==> src/rtl/fft_band_eq.sv <==
`default_nettype none
// ============================================================================
// Module   : fft_band_eq
// Purpose  : Per-band spectral equalizer between forward-FFT source and
//            inverse-FFT sink; mirrored band lookup, Q4.4 gain, saturation.
// Revision : 1.0 - initial release
// ============================================================================
module fft_band_eq #(
  parameter int POINTS = 4096,
  parameter int BANDS  = 8,
  parameter int GAIN_W = 8
) (
  input  logic                       clk,
  input  logic                       reset_n,
  input  logic                       in_valid,
  output logic                       in_ready,
  input  logic                       in_sop,
  input  logic                       in_eop,
  input  logic signed [15:0]         in_real,
  input  logic signed [15:0]         in_imag,
  input  logic signed [5:0]          in_exp,
  output logic                       out_valid,
  input  logic                       out_ready,
  output logic                       out_sop,
  output logic                       out_eop,
  output logic signed [15:0]         out_real,
  output logic signed [15:0]         out_imag,
  output logic signed [5:0]          out_exp,
  input  logic                       gain_we,
  input  logic [$clog2(BANDS)-1:0]   gain_addr,
  input  logic [GAIN_W-1:0]          gain_wdata,
  output logic                       frame_err
);

  localparam int c_CNT_W  = $clog2(POINTS);
  localparam int c_BAND_W = $clog2(BANDS);
  localparam int c_SHIFT  = $clog2(POINTS / 2) - c_BAND_W;
  localparam int c_PROD_W = 16 + GAIN_W + 1;
  localparam int c_FRAC   = 4;
  localparam int c_RES_W  = c_PROD_W - c_FRAC;

  localparam logic [c_CNT_W-1:0]        c_ZERO     = '0;
  localparam logic [c_CNT_W-1:0]        c_ONE      = c_CNT_W'(1);
  localparam logic [c_CNT_W-1:0]        c_HALF     = c_CNT_W'(POINTS / 2);
  localparam logic [c_CNT_W-1:0]        c_LAST     = c_CNT_W'(POINTS - 1);
  localparam logic [c_CNT_W-1:0]        c_BAND_TOP = c_CNT_W'(BANDS - 1);
  localparam logic [c_BAND_W-1:0]       c_BAND_MAX = c_BAND_W'(BANDS - 1);
  localparam logic [GAIN_W-1:0]         c_GAIN_RST = GAIN_W'(16);
  localparam logic signed [c_RES_W-1:0] c_SAT_MAX  = c_RES_W'(32767);
  localparam logic signed [c_RES_W-1:0] c_SAT_MIN  = c_RES_W'(-32768);

  logic                       w_en;
  logic                       w_accept;
  logic [c_CNT_W-1:0]         w_bin;
  logic [c_CNT_W-1:0]         w_mirror;
  logic [c_CNT_W-1:0]         w_band_raw;
  logic [c_BAND_W-1:0]        w_band;
  logic [GAIN_W-1:0]          w_gain;
  logic signed [GAIN_W:0]     w_gain_s;
  logic signed [c_PROD_W-1:0] w_prod_re;
  logic signed [c_PROD_W-1:0] w_prod_im;

  logic [c_CNT_W-1:0]         r_bin;
  logic [GAIN_W-1:0]          r_live   [BANDS];
  logic [GAIN_W-1:0]          r_shadow [BANDS];
  logic                       r_frame_err;

  logic                       r1_valid;
  logic                       r1_sop;
  logic                       r1_eop;
  logic signed [5:0]          r1_exp;
  logic signed [c_PROD_W-1:0] r1_prod_re;
  logic signed [c_PROD_W-1:0] r1_prod_im;

  assign w_en      = !out_valid || out_ready;
  assign in_ready  = w_en;
  assign w_accept  = in_valid && w_en;
  assign frame_err = r_frame_err;

  // A sop beat is bin 0 regardless of where the counter stands.
  assign w_bin      = in_sop ? c_ZERO : r_bin;
  assign w_mirror   = (w_bin <= c_HALF) ? w_bin : (c_ZERO - w_bin);
  assign w_band_raw = w_mirror >> c_SHIFT;
  assign w_band     = (w_band_raw > c_BAND_TOP) ? c_BAND_MAX : w_band_raw[c_BAND_W-1:0];

  // The sop beat already belongs to the new frame, whose shadow is loaded
  // from the live file on this very edge.
  assign w_gain    = in_sop ? r_live[w_band] : r_shadow[w_band];
  assign w_gain_s  = {1'b0, w_gain};
  assign w_prod_re = in_real * w_gain_s;
  assign w_prod_im = in_imag * w_gain_s;

  function automatic logic signed [15:0] sat16(input logic signed [c_PROD_W-1:0] p);
    logic signed [c_RES_W-1:0] r;
    r = p[c_PROD_W-1:c_FRAC];
    if (r > c_SAT_MAX)      return 16'sh7FFF;
    else if (r < c_SAT_MIN) return 16'sh8000;
    else                    return r[15:0];
  endfunction

  always_ff @(posedge clk or negedge reset_n) begin
    if (!reset_n) begin
      for (int i = 0; i < BANDS; i++) begin
        r_live[i]   <= c_GAIN_RST;
        r_shadow[i] <= c_GAIN_RST;
      end
    end else begin
      if (gain_we) r_live[gain_addr] <= gain_wdata;
      if (w_accept && in_sop) r_shadow <= r_live;
    end
  end

  always_ff @(posedge clk or negedge reset_n) begin
    if (!reset_n) begin
      r_bin       <= c_ZERO;
      r_frame_err <= 1'b0;
    end else if (w_accept) begin
      r_bin <= w_bin + c_ONE;
      if (in_eop && (w_bin != c_LAST)) r_frame_err <= 1'b1;
    end
  end

  // Stage 1: lookup and multiply.
  always_ff @(posedge clk or negedge reset_n) begin
    if (!reset_n) begin
      r1_valid   <= 1'b0;
      r1_sop     <= 1'b0;
      r1_eop     <= 1'b0;
      r1_exp     <= '0;
      r1_prod_re <= '0;
      r1_prod_im <= '0;
    end else if (w_en) begin
      r1_valid <= in_valid;
      if (in_valid) begin
        r1_sop     <= in_sop;
        r1_eop     <= in_eop;
        r1_prod_re <= w_prod_re;
        r1_prod_im <= w_prod_im;
        if (in_sop) r1_exp <= in_exp;
      end
    end
  end

  // Stage 2: shift, saturate, register outputs.
  always_ff @(posedge clk or negedge reset_n) begin
    if (!reset_n) begin
      out_valid <= 1'b0;
      out_sop   <= 1'b0;
      out_eop   <= 1'b0;
      out_real  <= '0;
      out_imag  <= '0;
      out_exp   <= '0;
    end else if (w_en) begin
      out_valid <= r1_valid;
      if (r1_valid) begin
        out_sop  <= r1_sop;
        out_eop  <= r1_eop;
        out_real <= sat16(r1_prod_re);
        out_imag <= sat16(r1_prod_im);
        if (r1_sop) out_exp <= r1_exp;
      end
    end
  end

endmodule
`default_nettype wire

==> config.mk <==
export PLATFORM = sky130hd
export DESIGN_NAME = fft_band_eq
export DESIGN_NICKNAME = d
export VERILOG_FILES = /design/src/rtl/fft_band_eq.sv
export SDC_FILE = /design/constraint.sdc
export NUM_CORES = 1
export LEC_CHECK = 0
export CAP_MARGIN = 15
export CELL_PAD_IN_SITES_DETAIL_PLACEMENT = 1
export CELL_PAD_IN_SITES_GLOBAL_PLACEMENT = 1
export CORE_MARGIN = 2
export CORE_UTILIZATION = 49
export CTS_CLUSTER_DIAMETER = 80
export DETAILED_ROUTE_END_ITERATION = 16
export PLACE_DENSITY = 0.88
export REMOVE_ABC_BUFFERS = 1
export SETUP_SLACK_MARGIN = 0.2
export SLEW_MARGIN = 20
export SYNTH_ARGS = -nofsm -noshare
export SYNTH_HDL_FRONTEND = slang
export SYNTH_SLANG_ARGS = --single-unit
==> constraint.sdc <==
create_clock -name clk -period 7.6 [get_ports clk]
set_input_delay 0.76 -clock clk [delete_from_list [all_inputs] [get_ports clk]]
set_output_delay 0.76 -clock clk [all_outputs]
set_load 0.005 [all_outputs]
======== Word level (Yosys, flattened, before mapping) ========
Cells that the tools add are included.
cells by class
  add/subtract/negate cells ............... 2
  multiply operators ...................... 2
  multiplexer cells ....................... 17
  magnitude comparators ................... 9
  reductions and logical operators ........ 11
  bitwise logic cells ..................... 2
  equal/unequal tests ..................... 1
operators with widths
  kind                                                                                count
  64-bit bitwise mux                                                                  1
  16-bit 2-to-1 mux                                                                   4
  16-bit by 9-bit multiplier with 25-bit output                                       2
  8-bit binary-select mux with 3-bit select                                           2
  8-bit 2-to-1 mux                                                                    6
  21-bit by 16-bit greater-than comparator with 1-bit output (second input constant)  2
  21-bit by 16-bit less-than comparator with 1-bit output (second input constant)     2
  8-bit demux with 3-bit select                                                       1
  12-bit 2-to-1 mux                                                                   2
  12-bit by 1-bit adder with 12-bit output (second input constant)                    1
  12-bit less-or-equal comparator (second input constant)                             1
  12-bit inequality test (second input constant)                                      1
  1-bit by 12-bit subtractor with 12-bit output (first input constant)                1
  4-bit >= comparator (second input constant)                                         2
  3-bit NOT with 4-bit output                                                         2
  2-bit AND reduction                                                                 3
  3-bit AND reduction                                                                 2
  4-bit by 3-bit greater-than comparator with 1-bit output (second input constant)    1
  1-bit logical AND                                                                   4
  4-bit by 1-bit less-than comparator with 1-bit output (second input constant)       1
  3-bit 2-to-1 mux                                                                    1
  1-bit zero test                                                                     1
  1-bit logical OR                                                                    1
word-level totals
  bits of input ports ..................... 56
  register bits ........................... 241
  word-level logic and storage cells ...... 74
  output and inout bits ................... 43

======== Logic depth before layout (Yosys ltp) ========
Gate-level depths: netlist (run 1).
  word-level depth ........................ 11
  mapped depth ............................ 32

======== Least setup slack after synthesis (run 1) ========
No wires, ideal clock.
  path type ............................... in2reg
  from .................................... in in_sop
  to ...................................... reg r1_prod_im[24]
  path slack .............................. 0.266 ns
  required time ........................... 7.464 ns
  buffers on the path ..................... 4
  stages .................................. 32
  arrival time ............................ 7.198 ns
  library setup time ...................... 0.136 ns
  cell sequence ........................... clkbuf_1 clkinv_1 nand2_1 ha_1 nor2b_1 and4b_1 buf_2 o21ai_4 buf_4 mux2i_1 mux2i_1 o22ai_1 a21oi_2 clkbuf_1 and2_1 fa_1 inv_1 fa_1 inv_1 fa_1 inv_1 fa_1 inv_1 ha_1 nand2_1 nand2b_1 a21o_1 or3_1 a211o_1 a31oi_1 xnor2_1 o21ai_0
between the ends
  longest elaborated chain between the ends .. 11
  elaborated cells between the ends (all ways) .. 15
RTL lines
  element                                                                                           line  text
  start: declaration                                                                                17    input logic in_sop,
  12-bit 2-to-1 mux                                                                                 81    assign w_bin = in_sop ? c_ZERO : r_bin;
  1-bit by 12-bit subtractor with 12-bit output or 12-bit less-or-equal comparator (tied branches)  82    assign w_mirror = (w_bin <= c_HALF) ? w_bin : (c_ZERO - w_bin);
  12-bit 2-to-1 mux                                                                                 82
  4-bit by 3-bit greater-than comparator with 1-bit output                                          84    assign w_band = (w_band_raw > c_BAND_TOP) ? c_BAND_MAX : w_band_raw[c_BAND_W-1:0];
  3-bit 2-to-1 mux                                                                                  84
  3-bit NOT with 4-bit output (implied by the code)                                                 88    assign w_gain = in_sop ? r_live[w_band] : r_shadow[w_band];
  8-bit binary-select mux with 3-bit select                                                         88
  8-bit 2-to-1 mux (implied by the code) (2 in series)                                              88
  8-bit 2-to-1 mux (*)                                                                              88
  16-bit by 9-bit multiplier with 25-bit output (*)                                                 91    assign w_prod_im = in_imag * w_gain_s;
  end signal: assignment                                                                            138   r1_prod_im <= w_prod_im;
  end: declaration                                                                                  73    logic signed [c_PROD_W-1:0] r1_prod_im;
Mark *: on every way between the ends. The rest lies on a longest branch, timed or not. The select of a mux whose other input is x is not followed.
A chain may end at the register's enable or synchronous reset.

======== Worst setup path in the final report (run 1) ========
  from .................................... reg r_bin[0]
  to ...................................... reg r1_prod_re[21]
between the ends
  longest elaborated chain between the ends .. 11
  elaborated cells between the ends (all ways) .. 15
RTL lines
  element                                                                                           line  text
  start: declaration                                                                                63    logic [c_CNT_W-1:0] r_bin;
  start signal: assignment                                                                          115   r_bin <= c_ZERO;
  start signal: assignment                                                                          118   r_bin <= w_bin + c_ONE;
  12-bit 2-to-1 mux (*)                                                                             81
  1-bit by 12-bit subtractor with 12-bit output or 12-bit less-or-equal comparator (tied branches)  82
  12-bit 2-to-1 mux (*)                                                                             82
  4-bit by 3-bit greater-than comparator with 1-bit output                                          84
  3-bit 2-to-1 mux (*)                                                                              84
  3-bit NOT with 4-bit output (implied by the code) (*)                                             88
  8-bit binary-select mux with 3-bit select                                                         88
  8-bit 2-to-1 mux (implied by the code) (2 in series)                                              88
  8-bit 2-to-1 mux (*)                                                                              88
  16-bit by 9-bit multiplier with 25-bit output (*)                                                 90    assign w_prod_re = in_real * w_gain_s;
  end signal: assignment                                                                            137   r1_prod_re <= w_prod_re;
  end: declaration                                                                                  72    logic signed [c_PROD_W-1:0] r1_prod_re;
Marks and branches as above.

==> results of run 1 <==
==> per-layer routing <==
metal	vias to the layer above	part of all wire	GRT usage
met1	7977	0.36	0.316
met5	-	0.00019	0
met4	2	0.042	0.127
met2	421	0.56	0.564
li1	6636	-	-
met3	175	0.037	0.0309
==> flip-flops by register name (all words and copies together), names as in the netlist <==
signal and count:
frame_err 1, out_eop 1, out_exp 6, out_imag 16
out_real 16, out_sop 1, out_valid 1, r1_eop 1
r1_exp 6, r1_prod_im 21, r1_prod_re 21, r1_sop 1
r1_valid 1, r_bin 12, r_live 64, r_shadow 64
==> through the flow <==
step | setup WS [ps] | TNS (ps) | instances | hold WS [ps] | cell area, um2
floorplan | -1030 | -17630 | 1845 | 442 | 18700
global placement | -154 | -858 | 2627 | 456 | 21800
detailed placement | -700 | -9020 | 2627 | 465 | 21800
CTS | 217 | 0 | 2684 | 403 | 22900
global route | 12.5 | 0 | 2701 | 158 | 23200
finish | 312 | 0 | 2701 | 139 | 23200
==> critical path, delay by kind of cell (launching register included) <==
family / cells / cell delay, ps
compound gates: 8 / 1170
simple gates: 6 / 1120
buf+inv: 10 / 1190
flops: 1 / 400
fa+ha+maj: 6 / 2670
mux: 2 / 380
xor+xnor: 1 / 200
==> what timing repair did <==
action / in CTS / in global routing
gates cloned: 1 / 0
setup endpoints to repair: 17 / 22
hold endpoints to repair: 0 / 0
setup buffers: 8 / 13
resized for setup: 17 / 32
pin swaps: 4 / 9
==> logic make-up (layout without fill, tap and decap cells) <==
logic type,after synthesis,after routing,synth area share
compound gates,257,257,0.0810
flops,233,233,0.307
xor+xnor,48,48,0.0220
simple gates,539,539,0.139
mux,170,170,0.0981
buf+inv,376,633,0.0762
other cells,0,3,0
fa+ha+maj,300,300,0.277
==> final cells by class <==
| class | instances | area [um2] |
|---|---|---|
| clock inverter | 17 | 275 |
| fill | 4256 | 15300 |
| inverter | 298 | 1120 |
| tap | 518 | 648 |
| clock buffer | 31 | 711 |
| sequential | 233 | 5850 |
| antenna | 3 | 7.51 |
| timing repair buffer | 287 | 2630 |
| multi-input combinational | 1314 | 12000 |
==> path summary, 6_finish.rpt <==
| kind | start | endpoint | slack, ps |
|---|---|---|---|
| setup / recovery | r_bin[0] | r1_prod_re[21] | 310 |
| hold / removal | reset_n | r_live[42] | 140 |
| setup reg to reg | r_bin[0] | r1_prod_re[21] | 310 |
| hold reg to reg | frame_err | frame_err | 480 |
| max in group asynchronous | reset_n | r1_prod_re[16] | 6060 |
| min in group clk | frame_err | frame_err | 480 |
==> cell usage after synthesis, drive strengths merged (3+ instances only) <==
| cell type | n |
|---|---|
| inv | 297 |
| nand2 | 266 |
| dfrtp | 217 |
| fa | 204 |
| and2 | 148 |
| mux2 | 135 |
| o21ai | 98 |
| ha | 96 |
| a21oi | 76 |
| clkbuf | 50 |
| mux2i | 35 |
| nor2 | 32 |
| buf | 28 |
| xnor2 | 28 |
| nand3 | 25 |
| xor2 | 20 |
| a31oi | 18 |
| dfstp | 16 |
| a21o | 15 |
| nor3 | 15 |
| nor3b | 13 |
| nand4 | 12 |
| o21bai | 8 |
| nand2b | 7 |
| nand4b | 7 |
| o22ai | 7 |
| a211o | 4 |
| a211oi | 4 |
| o21a | 4 |
| a311oi | 3 |
| o311ai | 3 |
==> metrics.md, run 1 <==
| Metric | Value |
|---|---|
| Status | finished clean |
| Root buf cell | clkbuf_16 |
| Final WL | 59000 um |
| Worst setup path category | register to register |
| CP required | 7980 ps |
| Area grow syn2layout | 21.8% |
| Initial Util | 0.495 |
| Initial antenna violation count | 4 |
| Antenna-violating nets left | 0 |
| Final core utilization | 0.602 |
| Site Rows | 72 |
| Ys flop type | dfrtp_1 |
| Sum of net half-perimeters after detailed placement | 42000 um |
| EDFF count, synth | 0 |
| Residual DRC | 0 |
| Via count | 15200 |
| Register area share after synthesis | 0.307 |
| Unique masters post-synth | 63 |
| Final net count | ~2500 |
| CP Max Fanout | 9 |
| Crit. End Element | register |
| Worst hold path class | primary input to async pin |
| Worst Path Arrival | about 7700 ps |
| Mapped Cells | 1923 |
| Worst-path clk slew | approximately 70 ps |
| Actual slew at the worst max-slew pin | between 1000 and 1500 ps |
| CTS tree | done |
| Global route total overflow | 0 |
| Clock sink count | 233 |
| Period Utilization, post-route | 0.959 |
| Initial DRC count | 846 |
| Crit start category | register |
| Hold Buf Count CTS | 0 |
| Die footprint | a little over 0.04 mm2 |
| Die Y | 201 um |
| YS warnings | 0 |
| First-pass GRT wire length | 93200 um |
| Syn Area/Cell | 9.92 um2 |
| Htree depth | 1 |
| Clk buf depth | 3 |
| Clock Skew | 27.1 ps |
| Slew margin rel. | 0.258 |
| Cell taking the most area after synthesis | dfrtp_1 |
| Max-Cap Viols | 0 |
| Max-slew violations | 0 |
| Num CTS Buffers | 26 |
| Largest net degree at the start of global routing | 141 |
| Max stage delay cell, worst path | fa_1 |
| Most common cell after layout, fill and taps aside | inv_1 |
| Vias in the first global route | 17700 |
| Routed len/inst | between 20 and 25 um |
| DRT Pass-1 Iters | 7 |
| RD Place Congestion | 0.890 |
| #FFs+latches synth | around 230 |
| Post-synthesis cell area | 0.0191 mm2 |
| Crit-path max cell delay | 590 ps |
| Layout cells sized above 1 | 0.200 |
| Commonest cells after routing, fill and taps aside | 296 x inv_1, 262 x nand2_1, 216 x dfrtp_1 |
| Yosys top cell area share | 0.285 |
| Via/cell ratio | 5.63 |
| # port buffers | 98 |
| Total GRT Usage | 0.290 |
| Core Area | slightly below 0.04 mm2 |
| Final setup vio count | 0 |
| Fin. Hold Viols | 0 |
| RSZ-0062 raised after global routing | yes |
| Main area contributors after synthesis | dfrtp_1 28%, fa_1 21%, mux2_2 8.0% |
| Worst r2r path cells | 33 |
| Fin crit period | 7290 ps |
| Fraction of registers with async set/reset | 1.00 |
| Worst skew pair latency | 550 ps |
| Maximum clock rate | 137 MHz |
| I/O pins | a little under 100 |
| Die X | 201 um |
Power of run 1 is left out: the tool's default activity adds up to more than one toggle a clock period on the data nets, which glitch-free logic cannot reach.
==> run 2: changes to the inputs <==
--- a/config.mk
+++ b/config.mk
@@ -21 +21,2 @@
 export SYNTH_SLANG_ARGS = --single-unit
+export TNS_END_PERCENT = 100
--- a/constraint.sdc
+++ b/constraint.sdc
@@ -3,2 +3,2 @@
 set_output_delay 0.76 -clock clk [all_outputs]
-set_load 0.005 [all_outputs]
+set_load 0.1 [all_outputs]
==> results of run 2 <==
Same layout as run 1: the final DEF is identical, and so are final timing and power.
Power of run 2 is left out for the same reason.
